$ cat src/rtl/result_writeback.sv
// -----------------------------------------------------------------------------
// result_writeback
//   Collects signed MAC lane results into two ping/pong capture slots and
//   drains them, lowest set lane first, as a stream of single-word writes to a
//   result memory. A run writes result_count words starting at base_addr and
//   then pulses done for one cycle.
//
//   Optional feature (compile-time macro RESULT_WRITEBACK_RELU_EN):
//     defined   - words with the sign bit set are written as zero (ReLU)
//     undefined - every word is written unchanged
//
// Ports
//   clk          clock, all state on rising edge
//   rst          asynchronous active-low reset
//   start        one-cycle pulse arming a run (ignored unless idle)
//   base_addr    first write address, sampled on accepted start
//   result_count words to write, sampled on accepted start (0 = 2^ADDR_W)
//   acc_in_0..3  signed lane results
//   valid_in     per-lane valid, bit i qualifies acc_in_i
//   out_ready    memory accepts a write this cycle
//   out_we       write strobe (write completes when out_we & out_ready)
//   out_addr     write address
//   out_data     write data
//   busy         high while a run is collecting/draining
//   done         one-cycle pulse after the last write completes
//   overflow     sticky: a capture was dropped because both slots were full
// -----------------------------------------------------------------------------
module result_writeback #(
  parameter int unsigned ACC_W  = 16,
  parameter int unsigned N_MACS = 4,
  parameter int unsigned ADDR_W = 8
) (
  input  logic              clk,
  input  logic              rst,
  input  logic              start,
  input  logic [ADDR_W-1:0] base_addr,
  input  logic [ADDR_W-1:0] result_count,
  input  logic [ACC_W-1:0]  acc_in_0,
  input  logic [ACC_W-1:0]  acc_in_1,
  input  logic [ACC_W-1:0]  acc_in_2,
  input  logic [ACC_W-1:0]  acc_in_3,
  input  logic [N_MACS-1:0] valid_in,
  input  logic              out_ready,
  output logic              out_we,
  output logic [ADDR_W-1:0] out_addr,
  output logic [ACC_W-1:0]  out_data,
  output logic              busy,
  output logic              done,
  output logic              overflow
);

  localparam int unsigned LANES  = 4;
  localparam int unsigned LANE_W = $clog2(LANES);
  localparam int unsigned REM_W  = ADDR_W + 1;

  typedef enum logic [1:0] {
    ST_IDLE = 2'd0,
    ST_RUN  = 2'd1,
    ST_DONE = 2'd2
  } state_t;

  // A slot is occupied while any lane of its mask is still unwritten.
  typedef struct packed {
    logic [LANES-1:0]            mask;
    logic [LANES-1:0][ACC_W-1:0] data;
  } slot_t;

  // Registered state
  state_t            state_q;
  slot_t             slot_q [2];
  logic              head_q;
  logic [REM_W-1:0]  remaining_q;
  logic [LANE_W-1:0] out_lane_q;

  // Next-state values
  state_t            state_n;
  slot_t             slot_n [2];
  logic              head_n;
  logic [REM_W-1:0]  remaining_n;
  logic [LANE_W-1:0] out_lane_n;
  logic              out_we_n;
  logic [ADDR_W-1:0] out_addr_n;
  logic [ACC_W-1:0]  out_data_n;
  logic              busy_n;
  logic              done_n;
  logic              overflow_n;

  // Per-cycle helpers
  logic                        complete;
  logic [LANES-1:0]            cap_mask;
  logic [LANES-1:0][ACC_W-1:0] cap_data;
  logic                        other;
  logic [LANE_W-1:0]           lane_sel;

  assign complete = out_we & out_ready;
  assign cap_mask = LANES'(valid_in);
  assign cap_data = {acc_in_3, acc_in_2, acc_in_1, acc_in_0};

  // Output activation applied to each word as it is loaded into out_data.
  function automatic logic [ACC_W-1:0] activate(input logic [ACC_W-1:0] w);
`ifdef RESULT_WRITEBACK_RELU_EN
    activate = w[ACC_W-1] ? '0 : w;
`else
    activate = w;
`endif
  endfunction

  // Index of the lowest set lane (0 when the mask is empty).
  function automatic logic [LANE_W-1:0] lowest_lane(input logic [LANES-1:0] m);
    lowest_lane = '0;
    for (int i = int'(LANES) - 1; i >= 0; i--) begin
      if (m[i]) lowest_lane = LANE_W'(i);
    end
  endfunction

  // Next-state and next-output logic.
  always_comb begin
    state_n     = state_q;
    slot_n      = slot_q;
    head_n      = head_q;
    remaining_n = remaining_q;
    out_lane_n  = out_lane_q;
    out_we_n    = out_we;
    out_addr_n  = out_addr;
    out_data_n  = out_data;
    busy_n      = busy;
    done_n      = 1'b0;
    overflow_n  = overflow;
    other       = 1'b0;
    lane_sel    = '0;

    unique case (state_q)
      ST_IDLE: begin
        if (start) begin
          state_n        = ST_RUN;
          busy_n         = 1'b1;
          overflow_n     = 1'b0;
          out_we_n       = 1'b0;
          out_addr_n     = base_addr;
          head_n         = 1'b0;
          slot_n[0].mask = '0;
          slot_n[1].mask = '0;
          remaining_n    = (result_count == '0) ? {1'b1, {ADDR_W{1'b0}}}
                                                : {1'b0, result_count};
        end
      end

      ST_RUN: begin
        // Retire the word just written; the slot frees when its last lane goes.
        if (complete) begin
          out_addr_n                      = out_addr + ADDR_W'(1);
          remaining_n                     = remaining_q - REM_W'(1);
          slot_n[head_q].mask[out_lane_q] = 1'b0;
          if (slot_n[head_q].mask == '0) head_n = ~head_q;
        end

        if (complete && (remaining_q == REM_W'(1))) begin
          // Final word written: anything still pending is discarded.
          state_n  = ST_DONE;
          busy_n   = 1'b0;
          done_n   = 1'b1;
          out_we_n = 1'b0;
        end else begin
          // Capture into the oldest free position, seeing a slot freed above.
          other = ~head_n;
          if (cap_mask != '0) begin
            if (slot_n[head_n].mask == '0) begin
              slot_n[head_n].mask = cap_mask;
              slot_n[head_n].data = cap_data;
            end else if (slot_n[other].mask == '0) begin
              slot_n[other].mask = cap_mask;
              slot_n[other].data = cap_data;
            end else begin
              overflow_n = 1'b1;
            end
          end

          // Present the next word unless a stalled write must hold.
          if (!out_we || complete) begin
            out_we_n = 1'b0;
            if (slot_n[head_n].mask != '0) begin
              lane_sel   = lowest_lane(slot_n[head_n].mask);
              out_we_n   = 1'b1;
              out_lane_n = lane_sel;
              out_data_n = activate(slot_n[head_n].data[lane_sel]);
            end
          end
        end
      end

      ST_DONE: begin
        state_n = ST_IDLE;
        busy_n  = 1'b0;
      end

      default: begin
        state_n  = ST_IDLE;
        busy_n   = 1'b0;
        out_we_n = 1'b0;
      end
    endcase
  end

  // State and output registers.
  always_ff @(posedge clk or negedge rst) begin
    if (!rst) begin
      state_q     <= ST_IDLE;
      slot_q[0]   <= '0;
      slot_q[1]   <= '0;
      head_q      <= 1'b0;
      remaining_q <= '0;
      out_lane_q  <= '0;
      out_we      <= 1'b0;
      out_addr    <= '0;
      out_data    <= '0;
      busy        <= 1'b0;
      done        <= 1'b0;
      overflow    <= 1'b0;
    end else begin
      state_q     <= state_n;
      slot_q[0]   <= slot_n[0];
      slot_q[1]   <= slot_n[1];
      head_q      <= head_n;
      remaining_q <= remaining_n;
      out_lane_q  <= out_lane_n;
      out_we      <= out_we_n;
      out_addr    <= out_addr_n;
      out_data    <= out_data_n;
      busy        <= busy_n;
      done        <= done_n;
      overflow    <= overflow_n;
    end
  end

endmodule

$ cat config.mk
export PLATFORM = sky130hd
export DESIGN_NAME = result_writeback
export DESIGN_NICKNAME = d
export VERILOG_FILES = /design/src/rtl/result_writeback.sv
export SDC_FILE = /design/constraint.sdc
export NUM_CORES = 1
export LEC_CHECK = 0
export BUFFER_PORTS_ARGS = -buffer_cell sky130_fd_sc_hd__buf_2
export CORE_MARGIN = 3
export CORE_UTILIZATION = 50
export DETAILED_ROUTE_END_ITERATION = 8
export GPL_ROUTABILITY_DRIVEN = 0
export PLACE_DENSITY = 0.82
export SETUP_SLACK_MARGIN = 0.05
export SLEW_MARGIN = 20
export SYNTH_ARGS = -nofsm -noshare
export SYNTH_HDL_FRONTEND = slang
export SYNTH_SLANG_ARGS = --single-unit
$ cat constraint.sdc
create_clock -name clk -period 2.8 [get_ports clk]
set_input_delay 0.28 -clock clk [delete_from_list [all_inputs] [get_ports clk]]
set_output_delay 0.28 -clock clk [all_outputs]
set_load 0.03 [all_outputs]
# == Yosys cells after proc, flatten, opt, wreduce, memory -nomap -nowiden ==
# Cells that the tools add are included.
# word_totals
inputBits,88
out_inout_bits,28
reg_bits,178
word_cells,150
# op_classes
order_cmp,9
n_mux,79
addsub,2
n_eq_ne,11
n_reduce_logical,21
n_bitwise,8
# ops
op,n
2-to-1 mux 136 bit,8
2-to-1 mux 68 bit,15
bitwise mux 136 bit,5
demux 68 bit (select 1 bit),5
2-to-1 mux 64 bit,2
binary-select mux 16 bit (select 2 bit),1
2-to-1 mux 9 bit,3
2-to-1 mux 2 bit,10
one-hot mux 9 bit (2 select lines),1
2-to-1 mux 1 bit,16
2-to-1 mux 16 bit,1
2-to-1 mux 8 bit,2
one-hot mux 4 bit (2 select lines),2
one-hot mux 8 bit (2 select lines),1
"!= test 2 bit, second input constant",7
logical NOT 4 bit,3
"equality test 9 x 1 -> 1 bit, second input constant",1
"subtractor 9 x 1 -> 9 bit, second input constant",1
"adder 8 x 1 -> 8 bit, second input constant",1
logical NOT 8 bit,1
nonzero test 4 bit,2
"greater-or-equal comparator 2 bit, second input constant",3
"< comparator 2 x 1 -> 1 bit, second input constant",3
"< comparator 2 x 3 -> 1 bit, second input constant",2
other kinds (21),34

# == Depth between registers and ports, before layout ==
# Gate-level depths: netlist of the first run.
# logic_depth
word_depth,40
ltp_mapped,13

# == Worst setup path before layout of the first run ==
# No wires, ideal clock.
# synth_path
path_type,reg2reg
startpoint,register out_we
endpoint,register out_data[0]
synth_period_minus_slack_ps,2657
arrival_ps,2534
slack_ps,143
required_ps,2677
setup_time_ps,123
n_path_buf,2
stages_incl_launch_ff,11
cell_sequence,dfrtp_1 -> nand3b_4 -> o41ai_4 -> o211a_1 -> buf_6 -> a211oi_1 -> o2111a_1 -> nor3b_4 -> buf_6 -> mux2i_1 -> a21oi_1
# synth_between
elab_chain_cells,29
elab_cells_between_ends,58
# synth_lines
item,line_no,text
start: declaration,44,"output logic out_we,"
start signal: assignment,226,out_we <= out_we_n;
AND 1 bit,95,assign complete = out_we & out_ready;
2-to-1 mux 1 bit,150,if (complete) begin
2-to-1 mux 1 bit,132,unique case (state_q)
NOT 1 bit,165,other = ~head_n;
NOT 1 -> 2 bit (implied by the code),"170, 171, 172",
greater-or-equal comparator 2 bit (implied by the code) or < comparator 2 x 1 -> 1 bit (tied branches),"171, 172",
logical AND 1 bit (implied by the code),"171, 172",
2-to-1 mux 68 bit (implied by the code),171,slot_n[other].mask = cap_mask;
(+8 left out),--,
2-to-1 mux 68 bit (implied by the code) (3 in a row),185,out_data_n = activate(slot_n[head_n].data[lane_sel]);
2-to-1 mux 2 bit (4 in a row),112,if (m[i]) lowest_lane = LANE_W'(i);
2-to-1 mux 2 bit,181,if (slot_n[head_n].mask != '0) begin
2-to-1 mux 2 bit,179,if (!out_we || complete) begin
2-to-1 mux 2 bit,157,if (complete && (remaining_q == REM_W'(1))) begin
2-to-1 mux 2 bit,132,
binary-select mux 16 bit (select 2 bit),185,
2-to-1 mux 16 bit (implied by the code),185,
end signal: assignment,228,out_data <= out_data_n;
end: declaration,46,"output logic [ACC_W-1:0] out_data,"
# Several ways; a longest one is shown, not always the timed one. The select of a mux whose other input is x is not followed.
# A chain may end at the register's enable or synchronous reset.

# == Worst setup path after layout of the first run ==
# layout_path
startpoint,register out_lane_q[0]
endpoint,register out_data[9]
# layout_between
elab_chain_cells,40
elab_cells_between_ends,66
# layout_lines
item,line_no,text
start: declaration,73,logic [LANE_W-1:0] out_lane_q;
start signal: assignment,225,out_lane_q <= out_lane_n;
< comparator 2 x 3 -> 1 bit (implied by the code) or greater-or-equal comparator 2 x 1 -> 1 bit (tied branches),153,slot_n[head_q].mask[out_lane_q] = 1'b0;
logical AND 1 bit (implied by the code),153,
2-to-1 mux 1 bit (implied by the code),153,
demux 1 bit (select 2 bit) (*),153,
2-to-1 mux 68 bit (implied by the code) (*),153,
demux 68 bit (select 1 bit) (*),153,
bitwise mux 136 bit (*),153,
2-to-1 mux 68 bit (implied by the code) (3 in a row),154,if (slot_n[head_q].mask == '0) head_n = ~head_q;
(+17 left out),--,
2-to-1 mux 68 bit (implied by the code) (*) (3 in a row),185,
2-to-1 mux 2 bit (4 in a row),112,
2-to-1 mux 2 bit,181,
2-to-1 mux 2 bit,179,
2-to-1 mux 2 bit,157,
2-to-1 mux 2 bit,132,
binary-select mux 16 bit (select 2 bit),185,
2-to-1 mux 16 bit (implied by the code),185,
# Mark *: on every way between the ends. The rest lies on a longest branch, timed or not. The select of a mux whose other input is x is not followed.

==> flow_summary_export.csv, run 1 <==
group,metric,value,unit
route,drc,4,
route,via_per_inst,6.46,
worst_setup_path,endpoint_kind,"flop",
synthesis,synth_edf_count,0,
global_route,antenna_found_initial,2,
placement,dpl_worst_slack,-0.123,ns
route,vias,7558,
global_route,grtUsageTotal,24.8,%
global_route,grt_first_pass_wirelength,38800,um
finish,fin_area,0.0112,sq mm
die,placementRows,48,
cts,cts_tree,"built",
worst_setup_path,crit_type,"reg -> reg",
pwr,seq_power_share,29.3,%
timing,finClkSkew,0.0101,ns
synthesis,synth_warnings,0,
route,firstDrtPassIters,9,
worst_setup_path,critical_path.max_fanout,12,
timing,worstMarginPinSlew,0.846,ns
finish,drive_gt1_share,42.8,%
route,routed_wl,25400,um
finish,final_nets,1023,
route,drt_iter0_drc,800,
worst_setup_path,arrival,3.17,ns
timing,rsz0062_at_grt,"yes",
timing,setup_viol,9,
synthesis,syn_inst,771,
pwr,power.net_switching,6.55,mW
pwr,vdd_drop_max,0.000927,V
global_route,gr-total-overflow,0,
pwr,intPower,9.64,mW
run_status,violations,"DRC, setup timing",
worst_setup_path,start_kind,"flop",
pwr,netSwitchingFraction,40.4,%
cts,clk_latency,0.44,ns
pwr,pwr-share-comb,55.4,%
run,cap_violations,0,
cts,clock-sinks,177,
pwr,p_leak,4.98,nW
cts,cts_buffers,17,
die,die_w,139,um
finish,synthToLayoutAreaGrowth,25.7,%
synthesis,async_flop_share,100,%
timing,maxSlewHeadroom,43.5,%
timing,clock.fmax,351,MHz
global_route,grt_max_degree,80,
cts,cts_buffer_depth,2,
synthesis,synth.distinct_cells,59,
timing,hold_ws,0.0853,ns
synthesis,seq_area_frac_synth,49.8,%
die,io_pins,116,
synthesis,yosysTopAreaCellShare,49.8,%
finish,final_cells,1170,
placement,dp.cells,1112,
synthesis,yosys_register_bits,177,
finish,final_util,64.4,%
timing,setup_slack,-0.0519,ns
timing,hold_viol,0,
die,initial_core_util,51.3,%
synthesis,synthTopCellsByCount,"dfrtp_1, mux2_2, nor2_1",
route,ant_nets,0,
synthesis,synth.area.top_cells,"dfrtp_1, mux2_2, a222oi_1, mux2i_1, a21oi_1",
cts,clk_pin_slew,0.07,ns
pwr,total_power,16.2,mW
global_route,grt_pass1_vias,7474,
pwr,powerDensity,1450,mW/mm^2
run_status,status,"complete, but fails checks",
timing,setup_tns,-0.286,ns
worst_setup_path,critPathRequiredTime,3.12,ns
die,core_area,0.0174,sq mm
synthesis,yosysTopAreaCell,"dfrtp_1",
placement,place_area,0.0101,sq mm
timing,min_period,2.85,ns
worst_hold_path,hold_path.class,"in -> reg",
die,fp.dieArea,0.0194,sq mm
cts,h-tree-depth,4,
die,die_y,139,um
synthesis,syn_area,0.00890,sq mm
timing,drv_slew,0,
synthesis,syn-num-nets,862,
timing,post-route-period-util,102,%
synthesis,syn_avg_cell_area,11.5,sq um
placement,dp_hpwl,15700,um
synthesis,post-synth-top-count-cell,"dfrtp_1",
pwr,p_clk_share,15.3,%
synthesis,synth-main-ff-cell,"dfrtp_1",
placement,numPortBuffers,115,
route,route.detailed.wl_per_inst,21.7,um
cts,cts-root-buf,"clkbuf_16",
layer usage:
layer  vias up  wire, um  GRT usage, %
met5         -         9             0
met4         2       830          9.37
met3        78      1810          5.91
met2       381     12800          42.0
met1      3782      9970          30.8
li1       3315         -             -
what timing repair did:
action,in CTS,in global routing
hold buffers,1,0
resized for setup,17,40
endpoints found under the hold margin,76,0
gates cloned,1,3
pin swaps,9,25
setup buffers,11,10
endpoints found under the setup margin,18,72
final cells by class:
class / instances / area [sq um]
Antenna cell: 1 / 2.50
Clock buffer: 18 / 439
Clock inverter: 13 / 169
Fill cell: 1233 / 6170
Inverter: 5 / 18.8
Multi-Input combinational cell: 539 / 4450
Sequential cell: 177 / 4430
Tap cell: 225 / 282
Timing Repair Buffer: 192 / 1400
placed cells by master, fill, tap and decap left out, drive strengths merged, types with 19 or more instances in the layout:
cell and instances:
a21oi 49, a222oi 49, buf 188, clkbuf 21, dfrtp 177, mux2 129
mux2i 41, nand2 38, nor2 53, o21ai 33, o22ai 19
worst max-delay path, stage by stage, from the launching register on:
cell and delay, ns:
dfrtp_2 0.45, buf_4 0.17, a21boi_0 0.09, o22a_2 0.28, nor2_2 0.23, o21ai_4 0.11, buf_4 0.18, o2111a_1 0.29
nor3b_4 0.36, buf_12 0.22, mux2i_1 0.24, a21oi_1 0.10
registers in the layout, indices dropped and copies added, names as in the netlist:
| register | cells |
|---|---|
| slot_q | 136 |
| out_we | 1 |
| head_q | 1 |
| done | 1 |
| remaining_q | 9 |
| out_addr | 8 |
| out_lane_q | 2 |
| overflow | 1 |
| state_q | 2 |
| out_data | 16 |
cells by family (layout without fill, tap and decap cells):
kind of cell	count (synthesis)	in the layout	synth area share, %
flip-flops	177	177	49.8
buffers and inverters	56	228	3.22
adder cells (fa/ha/maj)	3	3	0.422
AND/OR/NAND/NOR	164	164	9.08
AO/OA/AOI/OAI	201	202	16.6
multiplexers	170	170	20.9
other	0	1	0
worst paths after layout:
| kind | from | endpoint | slack, ns | cells after the start |
|---|---|---|---|---|
| max | out_lane_q[0]$_DFFE_PN0P_ | out_data[9]$_DFFE_PN0P_ | -0.05 | 11 |
| min | base_addr[0] | out_addr[0]$_DFFE_PN0P_ | 0.09 | 3 |
| max reg2reg | out_lane_q[0]$_DFFE_PN0P_ | out_data[9]$_DFFE_PN0P_ | -0.05 | 11 |
| min reg2reg | slot_q[26]$_DFFE_PN0P_ | slot_q[26]$_DFFE_PN0P_ | 0.51 | 1 |
| max in group asynchronous | rst | slot_q[93]$_DFFE_PN0P_ | 1.50 | 3 |
| min in group asynchronous | rst | out_addr[7]$_DFFE_PN0P_ | 0.43 | 2 |
power groups by stage:
stage	clock, mW	sequential [mW]	combinational [mW]
CTS	2.49	4.69	8.08
detailed placement	0	4.72	7.64
finish	2.47	4.75	8.97
floorplan	0	4.82	5.31
global route	2.61	4.87	9.53
global placement	0	4.65	7.44
Power figures use the tool's default switching activity.
==> inputs of run 2 (changes only) <==
--- a/config.mk
+++ b/config.mk
@@ -6,6 +6,7 @@
 export NUM_CORES = 1
 export LEC_CHECK = 0
 export BUFFER_PORTS_ARGS = -buffer_cell sky130_fd_sc_hd__buf_2
+export CORE_ASPECT_RATIO = 0.8
 export CORE_MARGIN = 3
 export CORE_UTILIZATION = 50
 export DETAILED_ROUTE_END_ITERATION = 8
==> run 2 against run 1 <==
The run ends with setup timing left. Die area hardly changed. Largest cell class unchanged. Power up 0.33%. Non-clock buffer count unchanged. Flip-flop and latch count stayed put.
==> flow_summary_export.csv, run 2 (synthesis results as in run 1) <==
group,metric,value,unit
run_status,status,"complete, but fails checks",
run_status,violations,"setup timing",
finish,drive_gt1_share,42.2,%
timing,hold_viol,0,
worst_hold_path,hold_path.class,"in -> reg",
placement,place_area,0.0101,sq mm
finish,final_nets,1024,
worst_setup_path,arrival,3.20,ns
finish,reg_top3,"slot_q: 136 flops, out_data: 16 flops, remaining_q: 9 flops",
global_route,grt_pass1_vias,7052,
die,placementRows,42,
timing,post-route-period-util,103,%
pwr,pwr-share-comb,55.2,%
global_route,grt_max_degree,79,
die,core_area,0.0170,sq mm
worst_setup_path,critPathRequiredTime,3.11,ns
global_route,gr-total-overflow,0,
finish,synthToLayoutAreaGrowth,26.0,%
timing,clock.fmax,346,MHz
die,fp.dieArea,0.0194,sq mm
pwr,netSwitchingFraction,40.2,%
pwr,p_clk_share,15.2,%
route,drc,0,
die,die_y,125,um
route,routed_wl,26700,um
die,die_w,155,um
pwr,seq_power_share,29.7,%
die,io_pins,116,
cts,clk_pin_slew,0.07,ns
timing,drv_slew,0,
run,cap_violations,0,
timing,setup_slack,-0.0920,ns
finish,layout_common_cells,"dfrtp_1, mux2_2, buf_2",
worst_setup_path,critical_path.max_fanout,6,
placement,numPortBuffers,115,
finish,fin_area,0.0112,sq mm
finish,final_common_cell,"dfrtp_1",
route,drt_iter0_drc,1106,
worst_setup_path,crit_type,"reg -> reg",
finish,largest_reg_flops,136,
global_route,antenna_found_initial,5,
timing,maxSlewHeadroom,43.2,%
route,ant_nets,0,
pwr,intPower,9.72,mW
cts,cts_buffer_depth,2,
pwr,power.net_switching,6.52,mW
timing,min_period,2.89,ns
route,via_per_inst,6.65,
pwr,p_leak,4.98,nW
die,initial_core_util,52.4,%
cts,cts-root-buf,"clkbuf_16",
timing,setup_viol,8,
cts,clock-sinks,177,
cts,h-tree-depth,4,
timing,finClkSkew,0.0120,ns
cts,cts_buffers,17,
worst_setup_path,endpoint_kind,"flop",
finish,final_cells,1167,
worst_setup_path,start_kind,"flop",
route,firstDrtPassIters,9,
route,vias,7766,
pwr,vdd_drop_max,0.000748,V
global_route,grt_first_pass_wirelength,38400,um
route,route.detailed.wl_per_inst,22.9,um
timing,worstMarginPinSlew,0.850,ns
finish,n_fill_cell,1204,
placement,dp_hpwl,15900,um
cts,clk_latency,0.44,ns
placement,dp.cells,1106,
finish,top_register,"slot_q",
cts,cts_tree,"built",
pwr,powerDensity,1450,mW/mm^2
finish,final_util,66.1,%
timing,rsz0062_at_grt,"yes",
placement,dpl_worst_slack,-0.0420,ns
timing,setup_tns,-0.292,ns
global_route,grtUsageTotal,24.7,%
-- run 2: worst paths after layout --
kind                                         start                    endpoint  slack (ns)  depth (start not counted)
min in group asynchronous                      rst  remaining_q[0]$_DFFE_PN0P_        0.42                          2
setup reg to reg           slot_q[133]$_DFFE_PN0P_     out_data[5]$_DFFE_PN0P_       -0.09                         12
max in group asynchronous                      rst      slot_q[82]$_DFFE_PN0P_        1.57                          3
hold reg to reg            out_data[8]$_DFFE_PN0P_     out_data[8]$_DFFE_PN0P_        0.49                          2
setup / recovery           slot_q[133]$_DFFE_PN0P_     out_data[5]$_DFFE_PN0P_       -0.09                         12
hold / removal                        base_addr[0]     out_addr[0]$_DFFE_PN0P_        0.08                          3
-- run 2: metal layers --
metal,track usage (%),part of all wire (%)
met1,36.2,42
met2,36.0,46
met3,5.87,9.2
met4,8.57,3.1
met5,0,0.11
-- run 2: area by class of cell --
cell class | instances | area (sq um) | share of cell area [%]
multi-input combinational | 540 | 4460 | 39.8
sequential | 177 | 4430 | 39.5
timing repair buffer | 192 | 1420 | 12.6
clock buffer | 20 | 447 | 3.98
tap | 220 | 275 | 2.45
clock inverter | 11 | 154 | 1.37
inverter | 5 | 18.8 | 0.167
antenna | 2 | 5.00 | 0.0446
-- run 2: power by group through the flow --
stage / clock network [mW] / logic, mW / registers (mW)
floorplan: 0 / 5.31 / 4.82
global placement: 0 / 7.41 / 4.67
detailed placement: 0 / 7.58 / 4.73
CTS: 2.48 / 7.74 / 4.72
global route: 2.59 / 9.56 / 4.93
finish: 2.46 / 8.96 / 4.82
-- run 2: worst max-delay path: stages, from the launching register on --
cell,delay [ns]
dfrtp_1,0.55
nand3b_1,0.19
o22ai_2,0.11
o211a_1,0.31
a211o_1,0.36
a311oi_4,0.33
o21ai_4,0.11
buf_12,0.15
buf_8,0.14
buf_6,0.11
mux2i_1,0.10
mux2i_1,0.20
a21oi_1,0.11
-- run 2: stage by stage --
step,power [mW],hold WS (ns)
global route,17.1,0.0797
global placement,12.1,0.360
floorplan,10.1,-0.0156
finish,16.2,0.0788
CTS,14.9,0.0709
detailed placement,12.3,0.359
-- run 2: repair_timing --
item	in CTS	in global routing
hold endpoints to repair	76	0
gates cloned	1	3
setup buffers	0	23
pin swaps	3	24
hold buffers	1	0
resized for setup	6	57
setup endpoints to repair	12	27
==> inputs of run 3 (changes only) <==
--- a/config.mk
+++ b/config.mk
@@ -13,6 +13,7 @@
 export GPL_ROUTABILITY_DRIVEN = 0
 export PLACE_DENSITY = 0.82
 export SETUP_SLACK_MARGIN = 0.05
+export SKIP_CTS_REPAIR_TIMING = 1
 export SLEW_MARGIN = 20
 export SYNTH_ARGS = -nofsm -noshare
 export SYNTH_HDL_FRONTEND = slang
==> run 3 against run 2 <==
Design area decreased by 1.7%. Critical path type unchanged. Fmax grew 1.7%. Power decreased by 3.7%. Clock power hardly changed. Sequential share of layout area increased by 0.70 points. Register-to-register slack better by 0.05 ns. Clock skew up 0.00080 ns. Via count decreased by 3.0%. Critical endpoint is now out_data[12]$_DFFE_PN0P_. The flow still finishes with violations (setup timing). Clock-buffer cell count unchanged. Global-route usage down 0.52 points. Critical path depth shrank 1. Hold slack gained 0.0016 ns.
==> flow_summary_export.csv, run 3 (synthesis results as in run 1) <==
group,metric,value,unit
cts,cts_buffers,17,
route,routed_wl,25500,um
worst_setup_path,cpPeakStageDelay,0.46,ns
cts,clk_pin_slew,0.07,ns
placement,numPortBuffers,115,
run_status,status,"complete, but fails checks",
worst_setup_path,start_kind,"flop",
cts,h-tree-depth,4,
die,core_area,0.0170,sq mm
global_route,grt_first_pass_wirelength,37800,um
cts,clock-sinks,177,
route,route.detailed.wl_per_inst,22.1,um
pwr,vdd_drop_max,0.000653,V
timing,hold_viol,0,
cts,clk_latency,0.44,ns
finish,final_common_cell,"dfrtp_1",
timing,drv_slew,0,
worst_setup_path,endpoint_kind,"flop",
pwr,total_power,15.6,mW
timing,rsz0062_at_grt,"yes",
die,placementRows,42,
pwr,p_leak,4.91,nW
pwr,powerDensity,1420,mW/mm^2
worst_setup_path,arrival,3.17,ns
die,initial_core_util,52.4,%
finish,drive_gt1_share,40.5,%
die,fp.dieArea,0.0194,sq mm
cts,cts_buffer_depth,2,
die,io_pins,116,
finish,synthToLayoutAreaGrowth,23.8,%
worst_setup_path,critical_path.max_fanout,8,
global_route,grt_pass1_vias,7023,
global_route,antenna_found_initial,5,
cts,cts-root-buf,"clkbuf_16",
route,vias,7535,
timing,setup_slack,-0.0445,ns
global_route,gr-total-overflow,0,
run,cap_violations,0,
timing,worstMarginPinSlew,0.834,ns
global_route,grtUsageTotal,24.1,%
run_status,violations,"setup timing",
finish,layout_common_cells,"dfrtp_1, mux2_2, buf_2",
route,drc,0,
die,die_y,125,um
placement,dp_hpwl,15900,um
worst_setup_path,crit_chain,"mux2i_1 > a41o_1 > buf_4 > nand4_1 > a221oi_4 > o2111ai_2 > nor3b_4 > buf_6 > o21bai_1 > a31o_1 > o22a_1",
timing,clock.fmax,352,MHz
worst_setup_path,critPathRequiredTime,3.13,ns
finish,reg_top3,"slot_q: 136 flops, out_data: 16 flops, remaining_q: 9 flops",
route,ant_nets,0,
worst_setup_path,slowest_stage,"dfrtp_2",
finish,largest_reg_flops,136,
finish,top_register,"slot_q",
timing,maxSlewHeadroom,44.3,%
timing,post-route-period-util,102,%
global_route,grt_max_degree,79,
finish,final_nets,1011,
worst_hold_path,hold_path.class,"in -> reg",
timing,setup_tns,-0.0842,ns
cts,cts_tree,"built",
timing,finClkSkew,0.0128,ns
route,via_per_inst,6.52,
worst_setup_path,crit_type,"reg -> reg",
die,die_w,155,um
timing,setup_viol,3,
route,drt_iter0_drc,1007,
timing,min_period,2.84,ns
route,firstDrtPassIters,8,
-- run 3: cell types whose count changed in the layout (fill, tap and decap cells not counted), sizes merged --
cell and delta:
buf -13, diode +1
-- run 3: final cells by class --
cell class              count  area (sq um)
fillers                  1247          5950
flip-flops and latches    177          4430
repair buffers            179          1280
clock buffers              20           447
clock inverters            11           154
inverters                   5          18.8
multi-input cells         540          4400
well taps                 220           275
diodes                      3          7.51
-- run 3: path summary, 6_finish.rpt --
kind	end	cells past startpoint	startpoint	slack [ns]
worst max-delay path	out_data[12]$_DFFE_PN0P_	11	out_lane_q[0]$_DFFE_PN0P_	-0.04
worst max register to register	out_data[12]$_DFFE_PN0P_	11	out_lane_q[0]$_DFFE_PN0P_	-0.04
worst min-delay path	out_addr[0]$_DFFE_PN0P_	3	base_addr[0]	0.08
min in group asynchronous	remaining_q[0]$_DFFE_PN0P_	2	rst	0.43
max in group asynchronous	slot_q[82]$_DFFE_PN0P_	3	rst	1.57
worst min register to register	out_data[8]$_DFFE_PN0P_	2	out_data[8]$_DFFE_PN0P_	0.50
-- run 3: worst max-delay path: cells and delay by family, from the launching register on --
family | cells | cell delay, ns
mux | 1 | 0.30
compound gates | 6 | 1.29
simple gates | 2 | 0.37
flops | 1 | 0.46
buf+inv | 2 | 0.32
-- run 3: layer usage --
metal	wire [um]	global-route usage [%]	vias to the layer above
met4	508	7.68	6
met1	11100	35.6	3790
met3	2140	5.87	53
li1	-	-	3283
met5	29	0	-
met2	11700	35.3	403
-- run 3: where the power goes --
| group | internal (mW) | total (mW) | leakage [nW] | switching, mW |
|---|---|---|---|---|
| combinational | 4.06 | 8.38 | 2.54 | 4.31 |
| sequential | 3.87 | 4.79 | 2.08 | 0.927 |
| clock | 1.43 | 2.47 | 0.292 | 1.03 |
-- run 3: through the flow --
stage | util [%] | setup slack [ns] | std cells | hold WS (ns) | instance area [sq um]
finish | 64.9 | -0.0445 | 1155 | 0.0804 | 11000
global route | 64.9 | -0.125 | 1154 | 0.0802 | 11000
CTS | 62.8 | -0.0569 | 1137 | -0.104 | 10700
detailed placement | 59.3 | -0.0420 | 1106 | 0.359 | 10100
global placement | 59.3 | -0.00978 | 1106 | 0.360 | 10100
floorplan | - | 0.143 | 771 | -0.0156 | 8900
